$ cat config.mk
export PLATFORM = sky130hd
export DESIGN_NAME = mem_bus_arbiter
export DESIGN_NICKNAME = d
export VERILOG_FILES = /design/src/rtl/mem_bus_pkg.sv /design/src/rtl/arb_id_fifo.sv /design/src/rtl/mem_bus_arbiter.sv
export SDC_FILE = /design/constraint.sdc
export NUM_CORES = 1
export LEC_CHECK = 0
export ABC_AREA = 1
export BUFFER_PORTS_ARGS = -buffer_cell sky130_fd_sc_hd__clkbuf_2
export CORE_AREA = 2 2 108 110
export DETAILED_ROUTE_END_ITERATION = 10
export DIE_AREA = 0 0 110 112
export SLEW_MARGIN = 20
export SYNTH_ARGS = -nofsm -noshare
export SYNTH_HDL_FRONTEND = slang
export SYNTH_HIERARCHICAL = 1
export SYNTH_SLANG_ARGS = --single-unit
$ cat constraint.sdc
create_clock -name clk -period 2.9 [get_ports clk]
set_input_delay 0.29 -clock clk [delete_from_list [all_inputs] [get_ports clk]]
set_output_delay 0.29 -clock clk [all_outputs]
set_load 0.02 [all_outputs]
$ cat src/rtl/mem_bus_pkg.sv
// Shared types for the core memory-bus arbiter.
//   src_e     : identifies which requester issued a bus transaction
//   mem_req_t : the downstream request payload (we, be, addr, wdata)
//   instr_req : builds the payload for an instruction fetch
package mem_bus_pkg;

    typedef enum logic {
        SRC_INSTR = 1'b0,
        SRC_DATA  = 1'b1
    } src_e;

    typedef struct packed {
        logic        we;
        logic [3:0]  be;
        logic [31:0] addr;
        logic [31:0] wdata;
    } mem_req_t;

    localparam logic [3:0] BE_ALL = 4'hF;

    // A fetch is always a full-word read with no write data.
    function automatic mem_req_t instr_req(input logic [31:0] addr);
        mem_req_t r;
        r.we    = 1'b0;
        r.be    = BE_ALL;
        r.addr  = addr;
        r.wdata = 32'h0000_0000;
        return r;
    endfunction

endpackage

$ cat src/rtl/arb_id_fifo.sv
// In-order FIFO of 1-bit source tags, one entry per in-flight bus transaction.
// Ports:
//   clk, rstn        clock, asynchronous active-low reset
//   push, push_src   enqueue the source of a newly granted transaction
//   pop              dequeue the head when its response arrives
//   head_src         source of the oldest outstanding transaction
//   full, empty      occupancy flags
//   count            number of entries held
// Pointers wrap explicitly at DEPTH-1 so non-power-of-2 depths work.
module arb_id_fifo
    import mem_bus_pkg::*;
#(
    parameter  int DEPTH = 2,
    localparam int PTR_W = (DEPTH > 1) ? $clog2(DEPTH) : 1,
    localparam int CNT_W = $clog2(DEPTH + 1)
) (
    input  logic             clk,
    input  logic             rstn,
    input  logic             push,
    input  src_e             push_src,
    input  logic             pop,
    output src_e             head_src,
    output logic             full,
    output logic             empty,
    output logic [CNT_W-1:0] count
);

    src_e             mem_r [DEPTH];
    logic [PTR_W-1:0] wr_ptr_r;
    logic [PTR_W-1:0] rd_ptr_r;
    logic [CNT_W-1:0] cnt_r;
    logic [CNT_W-1:0] cnt_nxt_s;
    logic             do_push_s;
    logic             do_pop_s;

    function automatic logic [PTR_W-1:0] ptr_inc(input logic [PTR_W-1:0] p);
        if (p == PTR_W'(DEPTH - 1)) begin
            return {PTR_W{1'b0}};
        end else begin
            return p + PTR_W'(1);
        end
    endfunction

    assign full      = (cnt_r == CNT_W'(DEPTH));
    assign empty     = (cnt_r == {CNT_W{1'b0}});
    assign count     = cnt_r;
    assign head_src  = mem_r[rd_ptr_r];
    assign do_push_s = push & ~full;
    assign do_pop_s  = pop & ~empty;

    // Occupancy update: simultaneous push and pop leaves the count unchanged.
    always_comb begin
        cnt_nxt_s = cnt_r;
        case ({do_push_s, do_pop_s})
            2'b10:   cnt_nxt_s = cnt_r + CNT_W'(1);
            2'b01:   cnt_nxt_s = cnt_r - CNT_W'(1);
            default: cnt_nxt_s = cnt_r;
        endcase
    end

    // Tag storage.
    always_ff @(posedge clk or negedge rstn) begin
        if (!rstn) begin
            for (int i = 0; i < DEPTH; i++) begin
                mem_r[i] <= SRC_INSTR;
            end
        end else if (do_push_s) begin
            mem_r[wr_ptr_r] <= push_src;
        end
    end

    // Pointers and count.
    always_ff @(posedge clk or negedge rstn) begin
        if (!rstn) begin
            wr_ptr_r <= {PTR_W{1'b0}};
            rd_ptr_r <= {PTR_W{1'b0}};
            cnt_r    <= {CNT_W{1'b0}};
        end else begin
            if (do_push_s) begin
                wr_ptr_r <= ptr_inc(wr_ptr_r);
            end
            if (do_pop_s) begin
                rd_ptr_r <= ptr_inc(rd_ptr_r);
            end
            cnt_r <= cnt_nxt_s;
        end
    end

endmodule

$ cat src/rtl/mem_bus_arbiter.sv
// Shares the core memory bus between the instruction-fetch and load/store
// ports. One request is forwarded per cycle; data wins by default, but fetch
// is forced through after STARVE_LIMIT consecutive lost arbitrations. A tag
// FIFO remembers the issuing port of every in-flight transaction so each
// in-order response is routed back to the right requester.
// Ports:
//   clk, rstn                 clock, asynchronous active-low reset
//   instr_*                   fetch request / grant / response
//   data_*                    load/store request / grant / response
//   mem_*                     downstream bus request and handshake
//   protocol_err_o            sticky: response arrived with nothing outstanding
module mem_bus_arbiter
    import mem_bus_pkg::*;
#(
    parameter int MAX_OUTSTANDING = 2,
    parameter int STARVE_LIMIT    = 4
) (
    input  logic        clk,
    input  logic        rstn,
    input  logic        instr_req_i,
    input  logic [31:0] instr_addr_i,
    output logic        instr_gnt_o,
    output logic        instr_rvalid_o,
    output logic [31:0] instr_rdata_o,
    output logic        instr_err_o,
    input  logic        data_req_i,
    input  logic        data_we_i,
    input  logic [3:0]  data_be_i,
    input  logic [31:0] data_addr_i,
    input  logic [31:0] data_wdata_i,
    output logic        data_gnt_o,
    output logic        data_rvalid_o,
    output logic [31:0] data_rdata_o,
    output logic        data_err_o,
    output logic        mem_req_o,
    output logic        mem_we_o,
    output logic [3:0]  mem_be_o,
    output logic [31:0] mem_addr_o,
    output logic [31:0] mem_wdata_o,
    input  logic        mem_gnt_i,
    input  logic        mem_rvalid_i,
    input  logic        mem_err_i,
    input  logic [31:0] mem_rdata_i,
    output logic        protocol_err_o
);

    localparam int CNT_W = $clog2(MAX_OUTSTANDING + 1);
    localparam int ST_W  = $clog2(STARVE_LIMIT + 1);

    logic [CNT_W-1:0] cnt_s;
    logic             fifo_full_s;
    logic             fifo_empty_s;
    src_e             head_src_s;
    logic             can_issue_s;
    logic             instr_wins_s;
    logic             mem_req_s;
    logic             grant_s;
    logic             instr_gnt_s;
    logic             data_gnt_s;
    logic             rsp_valid_s;
    mem_req_t         req_s;
    logic [ST_W-1:0]  starve_cnt_r;
    logic [ST_W-1:0]  starve_nxt_s;
    logic             protocol_err_r;

    // Issue decision uses only the registered count: a response frees a slot
    // for the following cycle, never the same one.
    assign can_issue_s  = (cnt_s < CNT_W'(MAX_OUTSTANDING));
    assign instr_wins_s = instr_req_i &
                          (~data_req_i | (starve_cnt_r == ST_W'(STARVE_LIMIT)));
    // rstn is folded in so no request or grant escapes while reset is held.
    assign mem_req_s    = rstn & can_issue_s & (instr_req_i | data_req_i);
    assign grant_s      = mem_req_s & mem_gnt_i;
    assign instr_gnt_s  = grant_s & instr_wins_s;
    assign data_gnt_s   = grant_s & ~instr_wins_s;
    // A response with an empty tag FIFO is stray and is not forwarded.
    assign rsp_valid_s  = rstn & mem_rvalid_i & ~fifo_empty_s;

    // Winner payload onto the downstream bus.
    always_comb begin
        req_s = instr_req(instr_addr_i);
        if (instr_wins_s) begin
            req_s = instr_req(instr_addr_i);
        end else begin
            req_s = '{we: data_we_i, be: data_be_i, addr: data_addr_i, wdata: data_wdata_i};
        end
    end

    assign mem_req_o   = mem_req_s;
    assign mem_we_o    = req_s.we;
    assign mem_be_o    = req_s.be;
    assign mem_addr_o  = req_s.addr;
    assign mem_wdata_o = req_s.wdata;
    assign instr_gnt_o = instr_gnt_s;
    assign data_gnt_o  = data_gnt_s;

    arb_id_fifo #(
        .DEPTH (MAX_OUTSTANDING)
    ) u_id_fifo (
        .clk      (clk),
        .rstn     (rstn),
        .push     (grant_s & ~fifo_full_s),
        .push_src (instr_wins_s ? SRC_INSTR : SRC_DATA),
        .pop      (rsp_valid_s),
        .head_src (head_src_s),
        .full     (fifo_full_s),
        .empty    (fifo_empty_s),
        .count    (cnt_s)
    );

    // Response routing: data and error are broadcast, rvalid is steered.
    assign instr_rvalid_o = rsp_valid_s & (head_src_s == SRC_INSTR);
    assign data_rvalid_o  = rsp_valid_s & (head_src_s == SRC_DATA);
    assign instr_rdata_o  = mem_rdata_i;
    assign data_rdata_o   = mem_rdata_i;
    assign instr_err_o    = mem_err_i;
    assign data_err_o     = mem_err_i;

    // Starvation counter: counts data wins while fetch is also waiting.
    always_comb begin
        starve_nxt_s = starve_cnt_r;
        if (instr_gnt_s) begin
            starve_nxt_s = {ST_W{1'b0}};
        end else if (instr_req_i & data_req_i & data_gnt_s) begin
            if (starve_cnt_r != ST_W'(STARVE_LIMIT)) begin
                starve_nxt_s = starve_cnt_r + ST_W'(1);
            end else begin
                starve_nxt_s = starve_cnt_r;
            end
        end else begin
            starve_nxt_s = starve_cnt_r;
        end
    end

    // Starvation counter register.
    always_ff @(posedge clk or negedge rstn) begin
        if (!rstn) begin
            starve_cnt_r <= {ST_W{1'b0}};
        end else begin
            starve_cnt_r <= starve_nxt_s;
        end
    end

    // Sticky flag for responses that have no matching transaction.
    always_ff @(posedge clk or negedge rstn) begin
        if (!rstn) begin
            protocol_err_r <= 1'b0;
        end else if (mem_rvalid_i & fifo_empty_s) begin
            protocol_err_r <= 1'b1;
        end else begin
            protocol_err_r <= protocol_err_r;
        end
    end

    assign protocol_err_o = protocol_err_r;

endmodule

### After elaboration in Yosys (flattened, before gate mapping)

Index checks and enable logic that the tools add are counted.

* bits of input ports: 140
* bits in registers: 10
* output and inout bits: 141

* muxes and demuxes: 14
* $lt $le $gt $ge: 4
* equality and inequality tests: 5
* bitwise gates (word level): 25
* reduce and logical (&&, ||, !) cells: 6
* $add $sub $neg: 5

Operator list (number)
* 2-to-1 mux 69 bit: 1
* AND 1 bit: 16
* 2-to-1 mux 3 bit: 3
* 2-to-1 mux 1 bit: 7
* nonzero test 2 bit: 3
* inverter 1 bit: 5
* == test 2 bit, second input constant: 2
* >= comparator 2 bit, second input constant: 2
* inverter 1 -> 2 bit: 2
* one-hot mux 2 bit (2 select lines): 1
* adder 3 x 1 -> 3 bit, second input constant: 1
* == test 3 bit, second input constant: 1
* != test 3 bit, second input constant: 1
* adder 1 bit, second input constant: 2
* adder 2 x 1 -> 2 bit, second input constant: 1
* bitwise mux 2 bit: 1
* == test 2 x 1 -> 1 bit, second input constant: 1
* zero test 2 bit: 1
* less-than comparator 2 x 1 -> 1 bit, second input constant: 1
* less-than comparator 2 bit, second input constant: 1
* bitwise OR 1 bit: 2
* AND reduction 2 bit: 1
* subtractor 2 x 1 -> 2 bit, second input constant: 1
* demux 1 bit (select 1 bit): 1
* logical AND 1 bit: 1

### Depth between registers and ports, before layout

Gate-level depths: netlist of run 1.

* depth after elaboration: 8
* gate-level depth with buffers: 12

### Hierarchy

Netlist of run 1, hierarchy kept.

By module, submodules not included
* mem_bus_arbiter: instances 1, cells each 287, area an instance 1505.2 um2, seq. area each 100.1 um2
* arb_id_fifo: instances 1, cells each 43, area an instance 325.3 um2, seq. area each 150.1 um2

### Least setup slack after synthesis of run 1

OpenSTA, ideal clock, no wires.

* path kind: flip-flop to flip-flop
* start point: reg u_id_fifo.cnt_r[1] (netlist: u_id_fifo/count[1])
* end point: reg u_id_fifo.cnt_r[1] (netlist: u_id_fifo/count[1])
* clock period less this slack: 1.663 ns
* arrival: 1.546 ns
* path buffers: 0
* slack: 1.237 ns
* stages on the path, launching flop included: 10
* cell sequence: dfrtp_1 > nor2_1 > nand3_2 > nor2_1 > nand2_1 > ha_1 > inv_1 > nand3_1 > nand2_1 > nand2_1

* cells in the longest elaborated chain, start to end: 8

RTL lines
* start: declaration: line arb_id_fifo.sv:31 `logic [CNT_W-1:0] cnt_r;`
* start signal: assignment: line arb_id_fifo.sv:77 `cnt_r <= {CNT_W{1'b0}};`
* start signal: assignment: line arb_id_fifo.sv:85 `cnt_r <= cnt_nxt_s;`
* less-than comparator 2 bit: line mem_bus_arbiter.sv:68 `assign can_issue_s = (cnt_s < CNT_W'(MAX_OUTSTANDING));`
* AND 1 bit (2 in a row): line mem_bus_arbiter.sv:72 `assign mem_req_s = rstn & can_issue_s & (instr_req_i | data_req_i);`
* AND 1 bit: line mem_bus_arbiter.sv:73 `assign grant_s = mem_req_s & mem_gnt_i;`
* AND 1 bit: line mem_bus_arbiter.sv:102 `.push (grant_s & ~fifo_full_s),`
* AND 1 bit: line arb_id_fifo.sv:48 `assign do_push_s = push & ~full;`
* == test 2 x 1 -> 1 bit / == test 2 bit (equally long branches): line arb_id_fifo.sv:54 `case ({do_push_s, do_pop_s})`
* one-hot mux 2 bit (2 select lines) / nonzero test 2 bit (equally long branches)

Parallel ways exist; a longest one is shown, timed or not.
A chain may end at the register's enable or synchronous reset.

### Worst setup path after layout of run 1

* start point: reg starve_cnt_r[0]
* end point: out mem_addr_o[3]

* cells in the longest elaborated chain, start to end: 4

RTL lines
* start: declaration: line mem_bus_arbiter.sv:62 `logic [ST_W-1:0] starve_cnt_r;`
* start signal: assignment: line mem_bus_arbiter.sv:138 `starve_cnt_r <= {ST_W{1'b0}};`
* start signal: assignment: line mem_bus_arbiter.sv:140 `starve_cnt_r <= starve_nxt_s;`
* == test 3 bit: line mem_bus_arbiter.sv:70 `(~data_req_i | (starve_cnt_r == ST_W'(STARVE_LIMIT)));`
* bitwise OR 1 bit: line mem_bus_arbiter.sv:70
* AND 1 bit: line mem_bus_arbiter.sv:69 `assign instr_wins_s = instr_req_i &`
* 2-to-1 mux 69 bit: line mem_bus_arbiter.sv:82 `if (instr_wins_s) begin`
* end: declaration: line mem_bus_arbiter.sv:38 `output logic [31:0] mem_addr_o,`

No other way between the ends.

==> results of run 1 <==
## power breakdown
group | switching, mW | internal (mW) | total (mW)
sequential | 0.0535 | 0.198 | 0.252
combinational | 0.674 | 0.335 | 1.01
clock | 0.0587 | 0.207 | 0.265
total | 0.786 | 0.740 | 1.53
## stage by stage
stage | util (%) | hold WS [ns]
global placement | 21.2 | 0.176
detailed placement | 21.2 | 0.180
floorplan | - | -0.00559
finish | 22.0 | 0.273
CTS | 22.0 | 0.275
global route | 22.0 | 0.292
## sequential cells by signal (all words and copies together) (netlist names)
signal              flops
starve_cnt_r            3
protocol_err_o          1
u_id_fifo/wr_ptr_r      1
u_id_fifo/count         2
u_id_fifo/mem_r         2
u_id_fifo/rd_ptr_r      1
## final timing paths
check | startpoint | to | slack (ns) | cells after the start
worst max-delay path | starve_cnt_r[0] | mem_addr_o[3] | 0.57 | 9
worst min-delay path | mem_rvalid_i | protocol_err_o | 0.27 | 2
worst max register to register | u_id_fifo/count[1] | u_id_fifo/count[1] | 1.06 | 9
worst min register to register | protocol_err_o | protocol_err_o | 0.45 | 1
max in group asynchronous | rstn | u_id_fifo/mem_r[1] | 2.22 | 2
min in group asynchronous | rstn | u_id_fifo/count[1] | 0.46 | 2
## cell families after synthesis
| kind of cell | Yosys count | share of synthesized area [%] |
|---|---|---|
| AO/OA/AOI/OAI | 1 | 0.410 |
| XOR/XNOR | 2 | 0.957 |
| adder cells (fa/ha/maj) | 3 | 2.05 |
| buffers and inverters | 130 | 41.8 |
| flip-flops | 10 | 13.7 |
| AND/OR/NAND/NOR | 184 | 41.1 |
## cell type report
cell class | count | share of cell area [%]
Sequential cell | 10 | 10.2
Timing Repair Buffer | 183 | 37.5
Tap cell | 143 | 7.27
Multi-Input combinational cell | 190 | 33.1
Clock buffer | 4 | 3.61
Inverter | 54 | 8.33
## cells in the final DEF (no fill, tap or decap)
cell,instances
sky130_fd_sc_hd__nand3_2,1
sky130_fd_sc_hd__and2_1,1
sky130_fd_sc_hd__nand2_1,122
sky130_fd_sc_hd__inv_2,1
sky130_fd_sc_hd__or2_1,4
sky130_fd_sc_hd__inv_1,52
sky130_fd_sc_hd__nor2_2,1
sky130_fd_sc_hd__nand3_1,6
sky130_fd_sc_hd__ha_1,3
sky130_fd_sc_hd__dfrtp_1,10
sky130_fd_sc_hd__nor3_1,1
sky130_fd_sc_hd__buf_4,1
sky130_fd_sc_hd__clkbuf_16,3
sky130_fd_sc_hd__xor2_1,1
sky130_fd_sc_hd__nand2_4,2
sky130_fd_sc_hd__nor2_1,39
sky130_fd_sc_hd__xnor2_1,1
sky130_fd_sc_hd__nand4_1,4
sky130_fd_sc_hd__dlygate4sd3_1,1
sky130_fd_sc_hd__clkbuf_2,181
sky130_fd_sc_hd__clkbuf_8,1
sky130_fd_sc_hd__a21o_1,1
sky130_fd_sc_hd__inv_4,1
sky130_fd_sc_hd__nand2_2,3
## per-layer routing
metal  global-route usage [%]  vias to the layer above  part of all wire [%]
li1                         -                     1102                     -
met2                     13.7                      120                    48
met5                        0                        -                     0
met4                     3.29                        0                   2.5
met3                     1.87                       23                    12
met1                     8.93                      849                    38
==> impl_metrics.ini, run 1 <==
[global_route]
antenna_violations_before_repair = 0
first_global_vias = 1671
overflow = 0
grt.total_usage_pct = 7.84
maximum_number_of_pins_on_one_net_before_global_route_repair = 71
wire_length_of_the_first_global_routing_pass_um = 7810

[job]
timing.max_cap.violations = 0

[route]
post-route-drc-count = 0
detail_route.first_pass.iterations = 4
totalWireLength_um = 5490
initialDrtViolationCount = 84
wl_per_cell_um = 9.41
via_count = 2094
number_of_nets_still_failing_antenna_checks_after_routing = 0
avgViaCountPerCell = 3.59

[synth]
postSynthNetCount = 473
synthDominantCellAreaShare_pct = 28.3
synthArstFlopShare_pct = 100
synthesis.yosys.warnings = 6
yosys_most_used_dff = sky130_fd_sc_hd__dfrtp_1
seq_area_frac_synth_pct = 13.7
post_synth_num_cell_types = 22
synth.avg_cell_area_um2 = 5.55
synth_most_common_cell = sky130_fd_sc_hd__nand2_1
synth_seq_cells = 10
synth_edf_count = 0
leading_post_synthesis_cells_by_instance_count = 122 x sky130_fd_sc_hd__nand2_1, 69 x sky130_fd_sc_hd__buf_4, 52 x sky130_fd_sc_hd__inv_1
synthesis.instances = 330
mappedNetlistArea_mm2 = 0.00183
synth_largest_area_cell = sky130_fd_sc_hd__buf_4
synthTopCellsByArea = sky130_fd_sc_hd__buf_4 28%, sky130_fd_sc_hd__nand2_1 25%, sky130_fd_sc_hd__dfrtp_1 14%

[floorplan]
core_area_mm2 = 0.0112
die_width_um = 110
die_ar_mm2 = 0.0123
row_count = 39
initial_core_util_pct = 16.4
io-pin-count = 281
die_y_um = 112

[power_and_ir_drop]
ir_worst_vdd_mv = 0.184
total_leakage_power_nw = 1.73
p_per_area_mw_per_mm2 = 620
power_mw = 1.53

[critical_path]
crit_required_ns = 2.61
cp_slowest_stage_delay_ns = 0.46
worstSetupStartpointType = flip-flop
cp.arrival_ns = 2.04
critical_path.n_buffers_inverters = 3
critical_path_capture_point_type = output pin
critPathKind = reg2out
critPathTopFamily = buffers and inverters
critPathMostFrequentCell = sky130_fd_sc_hd__nand2_1
critical_path_peak_fanout = 70
cp_cell_sequence = inv_1 > ha_1 > nand2_1 > nand2_2 > nand2_4 > inv_4 > nand2_1 > nand2_1 > clkbuf_2
cpMaxStageDelayCell = sky130_fd_sc_hd__inv_4

[finish]
instances_no_fill = 584
area.sequential_um2 = 250
antenna_cells = 0
nNetsFinal = 585
fillers = 1290
area_delta_synth_final_pct = 34.5
proportion_of_layout_cells_with_a_drive_suffix_above_1_pct = 44.2
multi_input_area_um2 = 816
final_design_area_no_fill_mm2 = 0.00246

[placed_design]
hpwl_um = 4600
buffer_ports.inserted = 181
place.gp.congestion = 0.706
placed_cells = 579
pre_cts_ws_ns = 0.767
postPlaceCellArea_mm2 = 0.00236

[sta]
finalMaxSlewViolations = 0
maxSlewHeadroom_pct = 56.6
finalSetupTns_ns = 0
worst_clock_skew_ns = 0.00285
final-hold-violation-count = 0
final_period_minus_worst_setup_slack_ns = 2.33
setup_ws_ns = 0.568
final-setup-viol-count = 0
maxClockFrequency_mhz = 429
min_period_over_period_pct = 80.4
rsz0062_at_grt = false
worst_slew_pin_slew_ns = 0.651

[clock_tree]
tritoncts_buffers = 3
ctsHoldBuffers = 1
clock_sink_count = 10
cts.htree.levels = 1
post_cts_buffers = 0
cts-root-buf = sky130_fd_sc_hd__clkbuf_16
worstSkewPairLatency_ns = 0.23
clock_tree_from_tritoncts = yes
cts_resized = 0
clk_path_buf_depth = 2
worst_setup_hold_path_clk_slew_ns = 0.04

[status]
status = finished, final reports clean

[worst_hold_path]
min-delay-path-class = in2reg
(Power assumes the default switching activity.)
==> run 2, diff against run 1 <==
==> constraint.sdc (replaced) <==
create_clock -name clk -period 2.12 [get_ports clk]
set_input_delay 0.212 -clock clk [delete_from_list [all_inputs] [get_ports clk]]
set_output_delay 0.212 -clock clk [all_outputs]
set_load 0.02 [all_outputs]
==> run 2 against run 1 <==
  * Clock skew fell by 0.0016 ns
  * Sequential cell count did not move
  * Clock power rose by 39%
  * Worst setup slack got worse by 0.33 ns
  * Sequential power rose by 34%
  * Non-clock buffer count rose by 6
  * Total power rose by 40%
  * Combinational power rose by 43%
  * Via count fell by 0.48%
  * Routed wire length rose by 0.13%
  * Critical endpoint is now mem_addr_o[16]
  * Largest cell class unchanged
  * Highest routed layer unchanged
==> impl_metrics.ini, run 2 (synthesis results as in run 1) <==
[power_and_ir_drop]
total_leakage_power_nw = 1.77
seq_power_share_pct = 15.8
power_switching_share_pct = 50.5
share_clk_of_total_power_pct = 17.1
p_int_mw = 1.06
p_per_area_mw_per_mm2 = 846
ir_worst_vdd_mv = 0.320
combPwrFrac_pct = 67.1
netSwitchingPower_mw = 1.08

[sta]
rsz0062_at_grt = false
whs_ns = 0.197
final-hold-violation-count = 0
maxSlewHeadroom_pct = 80.9
finalSetupTns_ns = 0
maxClockFrequency_mhz = 531
min_period_over_period_pct = 88.8
final_period_minus_worst_setup_slack_ns = 1.88
worst_slew_pin_slew_ns = 0.284
finalMaxSlewViolations = 0
setup_ws_ns = 0.237
worst_clock_skew_ns = 0.00124
final-setup-viol-count = 0

[global_route]
maximum_number_of_pins_on_one_net_before_global_route_repair = 41
wire_length_of_the_first_global_routing_pass_um = 8030
overflow = 0
first_global_vias = 1719
antenna_violations_before_repair = 0
grt.total_usage_pct = 8.06

[clock_tree]
clock_tree_from_tritoncts = yes
worstSkewPairLatency_ns = 0.23
worst_setup_hold_path_clk_slew_ns = 0.04
cts-root-buf = sky130_fd_sc_hd__clkbuf_16
cts.htree.levels = 1
post_cts_buffers = 0
tritoncts_buffers = 3
clock_sink_count = 10
clk_path_buf_depth = 2
cts_resized = 0

[finish]
max_ffs_per_register = 3
layout.cells.most_common_list = 181 x sky130_fd_sc_hd__clkbuf_2, 122 x sky130_fd_sc_hd__nand2_1, 52 x sky130_fd_sc_hd__inv_1
nNetsFinal = 591
area_delta_synth_final_pct = 38.3
multi_input_area_um2 = 816
register_ranked_first_by_flip_flop_count = starve_cnt_r
fillers = 1269
final_design_area_no_fill_mm2 = 0.00253
area.sequential_um2 = 250
instances_no_fill = 590
proportion_of_layout_cells_with_a_drive_suffix_above_1_pct = 45.0
commonest_non_fill_non_tap_cell_in_the_layout = sky130_fd_sc_hd__clkbuf_2
antenna_cells = 0

[placed_design]
pre_cts_ws_ns = 0.402
postPlaceCellArea_mm2 = 0.00243
placed_cells = 585
place.gp.congestion = 0.694
buffer_ports.inserted = 181
hpwl_um = 4750

[floorplan]
initial_core_util_pct = 16.4
io-pin-count = 281
die_y_um = 112
die_ar_mm2 = 0.0123
core_area_mm2 = 0.0112
die_width_um = 110
row_count = 39

[critical_path]
cp.arrival_ns = 1.67
crit_required_ns = 1.91
critPathKind = reg2out
critical_path_peak_fanout = 22
worstSetupStartpointType = flip-flop
critical_path_capture_point_type = output pin

[route]
initialDrtViolationCount = 67
via_count = 2084
avgViaCountPerCell = 3.53
wl_per_cell_um = 9.32
number_of_nets_still_failing_antenna_checks_after_routing = 0
post-route-drc-count = 0
detail_route.first_pass.iterations = 4
totalWireLength_um = 5500

[status]
status = finished, final reports clean

[worst_hold_path]
min-delay-path-class = in2reg

[job]
timing.max_cap.violations = 0
-- run 2: cell types whose count changed in the layout (fill, tap and decap cells not counted), sizes merged --
| cell | before | now |
|---|---|---|
| buf | 1 | 7 |
-- run 2: area by class of cell --
type | count | share of cell area, %
clock buffers | 4 | 3.51
inverters | 54 | 8.10
multi-input cells | 190 | 32.2
flip-flops and latches | 10 | 9.88
well taps | 143 | 7.07
repair buffers | 189 | 39.2
-- run 2: metal layers --
metal | vias to the layer above | GRT usage (%) | share of wire, %
li1 | 1116 | - | -
met1 | 821 | 9.40 | 38
met2 | 124 | 13.9 | 47
met3 | 23 | 2.17 | 13
met4 | 0 | 3.04 | 2.5
met5 | - | 0 | 0
-- run 2: what timing repair did --
item | in CTS | in global routing
hold buffers | 1 | 0
endpoints found under the hold margin | 10 | 0
endpoints found under the setup margin | 0 | 0
-- run 2: worst paths after layout --
path                            depth (start not counted)  slack [ns]                  to          startpoint
worst max-delay path                                    9        0.24      mem_addr_o[16]     starve_cnt_r[0]
worst min-delay path                                    2        0.20      protocol_err_o        mem_rvalid_i
worst max register to register                         11        0.41  u_id_fifo/count[1]  u_id_fifo/count[1]
worst min register to register                          1        0.45      protocol_err_o      protocol_err_o
max in group asynchronous                               3        1.54  u_id_fifo/count[0]                rstn
min in group asynchronous                               3        0.44  u_id_fifo/rd_ptr_r                rstn
-- run 2: power groups by stage --
stage                     Clock [mW]  Combinational (mW)  Sequential [mW]
after global routing           0.389                1.63            0.352
after floorplan                    0                1.15            0.328
after detailed placement           0                1.46            0.341
after CTS                      0.377                1.47            0.339
final                          0.368                1.44            0.338
after global placement             0                1.46            0.341
-- run 2: per-stage QoR --
stage / total power [mW] / utilization (%)
floorplan: 1.48 / -
global placement: 1.80 / 21.8
detailed placement: 1.80 / 21.8
CTS: 2.18 / 22.7
global route: 2.37 / 22.7
finish: 2.14 / 22.7
-- run 2: worst max-delay path: stages (launching register included) --
cell	delay [ns]
sky130_fd_sc_hd__dfrtp_1	0.36
sky130_fd_sc_hd__inv_1	0.06
sky130_fd_sc_hd__ha_1	0.19
sky130_fd_sc_hd__nand2_1	0.07
sky130_fd_sc_hd__nand2_2	0.07
sky130_fd_sc_hd__nand2_4	0.08
sky130_fd_sc_hd__buf_4	0.27
sky130_fd_sc_hd__nand2_1	0.09
sky130_fd_sc_hd__nand2_1	0.07
sky130_fd_sc_hd__clkbuf_2	0.16
==> run 3, diff against run 2 <==
--- a/config.mk
+++ b/config.mk
@@ -10,7 +10,7 @@
 export CORE_AREA = 2 2 108 110
 export DETAILED_ROUTE_END_ITERATION = 10
 export DIE_AREA = 0 0 110 112
-export SLEW_MARGIN = 20
+export GPL_ROUTABILITY_DRIVEN = 0
 export SYNTH_ARGS = -nofsm -noshare
 export SYNTH_HDL_FRONTEND = slang
 export SYNTH_HIERARCHICAL = 1
==> constraint.sdc (replaced) <==
create_clock -name clk -period 2.12 [get_ports clk]
set_input_delay 0.212 -clock clk [delete_from_list [all_inputs] [get_ports clk]]
set_output_delay 0.212 -clock clk [all_outputs]
set_load 0.005 [all_outputs]
==> run 3 against run 2 <==
  * Combinational power down 21%
  * Core utilization about the same
  * Sequential power up 1%
  * Total power down 14%
  * Critical endpoint is now mem_addr_o[6]
  * Highest routed layer unchanged
==> impl_metrics.ini, run 3 (synthesis results as in run 1) <==
[route]
number_of_nets_still_failing_antenna_checks_after_routing = 0
avgViaCountPerCell = 3.52
post-route-drc-count = 0
via_count = 2069
totalWireLength_um = 5600
wl_per_cell_um = 9.53
detail_route.first_pass.iterations = 4
initialDrtViolationCount = 44

[sta]
worst_slew_pin_slew_ns = 0.311
min_period_over_period_pct = 91.4
rsz0062_at_grt = false
final-setup-viol-count = 0
finalSetupTns_ns = 0
final_period_minus_worst_setup_slack_ns = 1.94
worst_clock_skew_ns = 0.00164
finalMaxSlewViolations = 0
maxClockFrequency_mhz = 516
final-hold-violation-count = 0
maxSlewHeadroom_pct = 79.1

[floorplan]
die_ar_mm2 = 0.0123
core_area_mm2 = 0.0112
row_count = 39
io-pin-count = 281
die_y_um = 112
initial_core_util_pct = 16.4
die_width_um = 110

[placed_design]
hpwl_um = 4750
buffer_ports.inserted = 181
postPlaceCellArea_mm2 = 0.00241

[power_and_ir_drop]
power_switching_share_pct = 43.0
netSwitchingPower_mw = 0.796
share_clk_of_total_power_pct = 20.0
ir_worst_vdd_mv = 0.390
seq_power_share_pct = 18.5
p_per_area_mw_per_mm2 = 729
p_int_mw = 1.05
combPwrFrac_pct = 61.6
total_leakage_power_nw = 1.76

[finish]
final_design_area_no_fill_mm2 = 0.00254
nNetsFinal = 589
antenna_cells = 0
layout.cells.most_common_list = 181 x sky130_fd_sc_hd__clkbuf_2, 122 x sky130_fd_sc_hd__nand2_1, 52 x sky130_fd_sc_hd__inv_1
proportion_of_layout_cells_with_a_drive_suffix_above_1_pct = 45.2
commonest_non_fill_non_tap_cell_in_the_layout = sky130_fd_sc_hd__clkbuf_2
area_delta_synth_final_pct = 38.6
max_ffs_per_register = 3
register_ranked_first_by_flip_flop_count = starve_cnt_r

[critical_path]
cp_slowest_stage_delay_ns = 0.38
worstSetupStartpointType = flip-flop
cp.arrival_ns = 1.73
cp_cell_sequence = inv_1 > ha_1 > nand2_1 > nand2_2 > nand2_8 > inv_12 > buf_4 > nand2_1 > nand2_1 > clkbuf_2
critPathKind = reg2out
critPathMostFrequentCell = sky130_fd_sc_hd__nand2_1
critical_path_peak_fanout = 22
cpMaxStageDelayCell = sky130_fd_sc_hd__dfrtp_1
crit_required_ns = 1.91
critical_path_capture_point_type = output pin

[global_route]
grt.total_usage_pct = 8.27
first_global_vias = 1744
overflow = 0
wire_length_of_the_first_global_routing_pass_um = 8090
antenna_violations_before_repair = 0
maximum_number_of_pins_on_one_net_before_global_route_repair = 32

[job]
timing.max_cap.violations = 0

[clock_tree]
cts-root-buf = sky130_fd_sc_hd__clkbuf_16
worst_setup_hold_path_clk_slew_ns = 0.04
tritoncts_buffers = 3
worstSkewPairLatency_ns = 0.24
clk_path_buf_depth = 2
clock_tree_from_tritoncts = yes
clock_sink_count = 10
cts.htree.levels = 1

[status]
status = finished, final reports clean

[worst_hold_path]
min-delay-path-class = in2reg
## run 3: changes by cell type in the layout (fill, tap and decap cells not counted), sizes merged
cell / before / now
buf: 7 / 5
## run 3: area by class of cell
| class | count | area (um^2) |
|---|---|---|
| fillers | 1286 | 8640 |
| repair buffers | 187 | 970 |
| multi-input cells | 190 | 835 |
| flip-flops and latches | 10 | 250 |
| inverters | 54 | 215 |
| well taps | 143 | 179 |
| clock buffers | 4 | 88.8 |
## run 3: final timing paths
check,slack (ns),from,cells after the start,endpoint
min in group asynchronous,0.43,rstn,3,u_id_fifo/mem_r[1]
worst min register to register,0.45,protocol_err_o,1,protocol_err_o
worst min-delay path,0.19,mem_rvalid_i,2,protocol_err_o
worst max register to register,0.36,u_id_fifo/count[1],11,u_id_fifo/count[1]
max in group asynchronous,1.55,rstn,3,protocol_err_o
worst max-delay path,0.18,starve_cnt_r[0],10,mem_addr_o[6]
## run 3: through the flow
stage	hold slack (ns)	utilization, %	total power [mW]	worst slack, ns	cells
floorplan	-0.0836	-	1.09	0.457	330
global placement	0.152	21.5	1.47	0.261	583
detailed placement	0.156	21.5	1.47	0.221	583
CTS	0.195	22.4	1.86	0.0242	588
global route	0.207	22.7	2.08	0.0238	588
finish	0.195	22.7	1.85	0.183	588
## run 3: power by group through the flow
stage / combinational, mW / sequential, mW / clock [mW]
6_report: 1.14 / 0.342 / 0.369
5_1_grt: 1.33 / 0.351 / 0.396
4_1_cts: 1.14 / 0.341 / 0.381
3_5_place_dp: 1.13 / 0.344 / 0
3_3_place_gp: 1.12 / 0.344 / 0
2_1_floorplan: 0.761 / 0.328 / 0
## run 3: worst max-delay path, delay by kind of cell (launching register included)
| kind | cells | cell delay (ns) |
|---|---|---|
| buffers and inverters | 4 | 0.52 |
| AND/OR/NAND/NOR | 5 | 0.44 |
| flip-flops | 1 | 0.38 |
| adder cells (fa/ha/maj) | 1 | 0.14 |
## run 3: per-layer routing
metal	global-route usage [%]	wire length, um
met5	0	0
met4	3.80	161
met3	2.28	628
met2	14.2	2680
met1	9.35	2130
## run 3: repair_timing
| action | CTS | global route |
|---|---|---|
| pin swaps | 0 | 1 |
| endpoints found under the hold margin | 10 | 0 |
| endpoints found under the setup margin | 2 | 32 |
| gates resized for setup | 1 | 8 |
| hold buffers | 1 | 0 |
| buffers inserted | 0 | 0 |
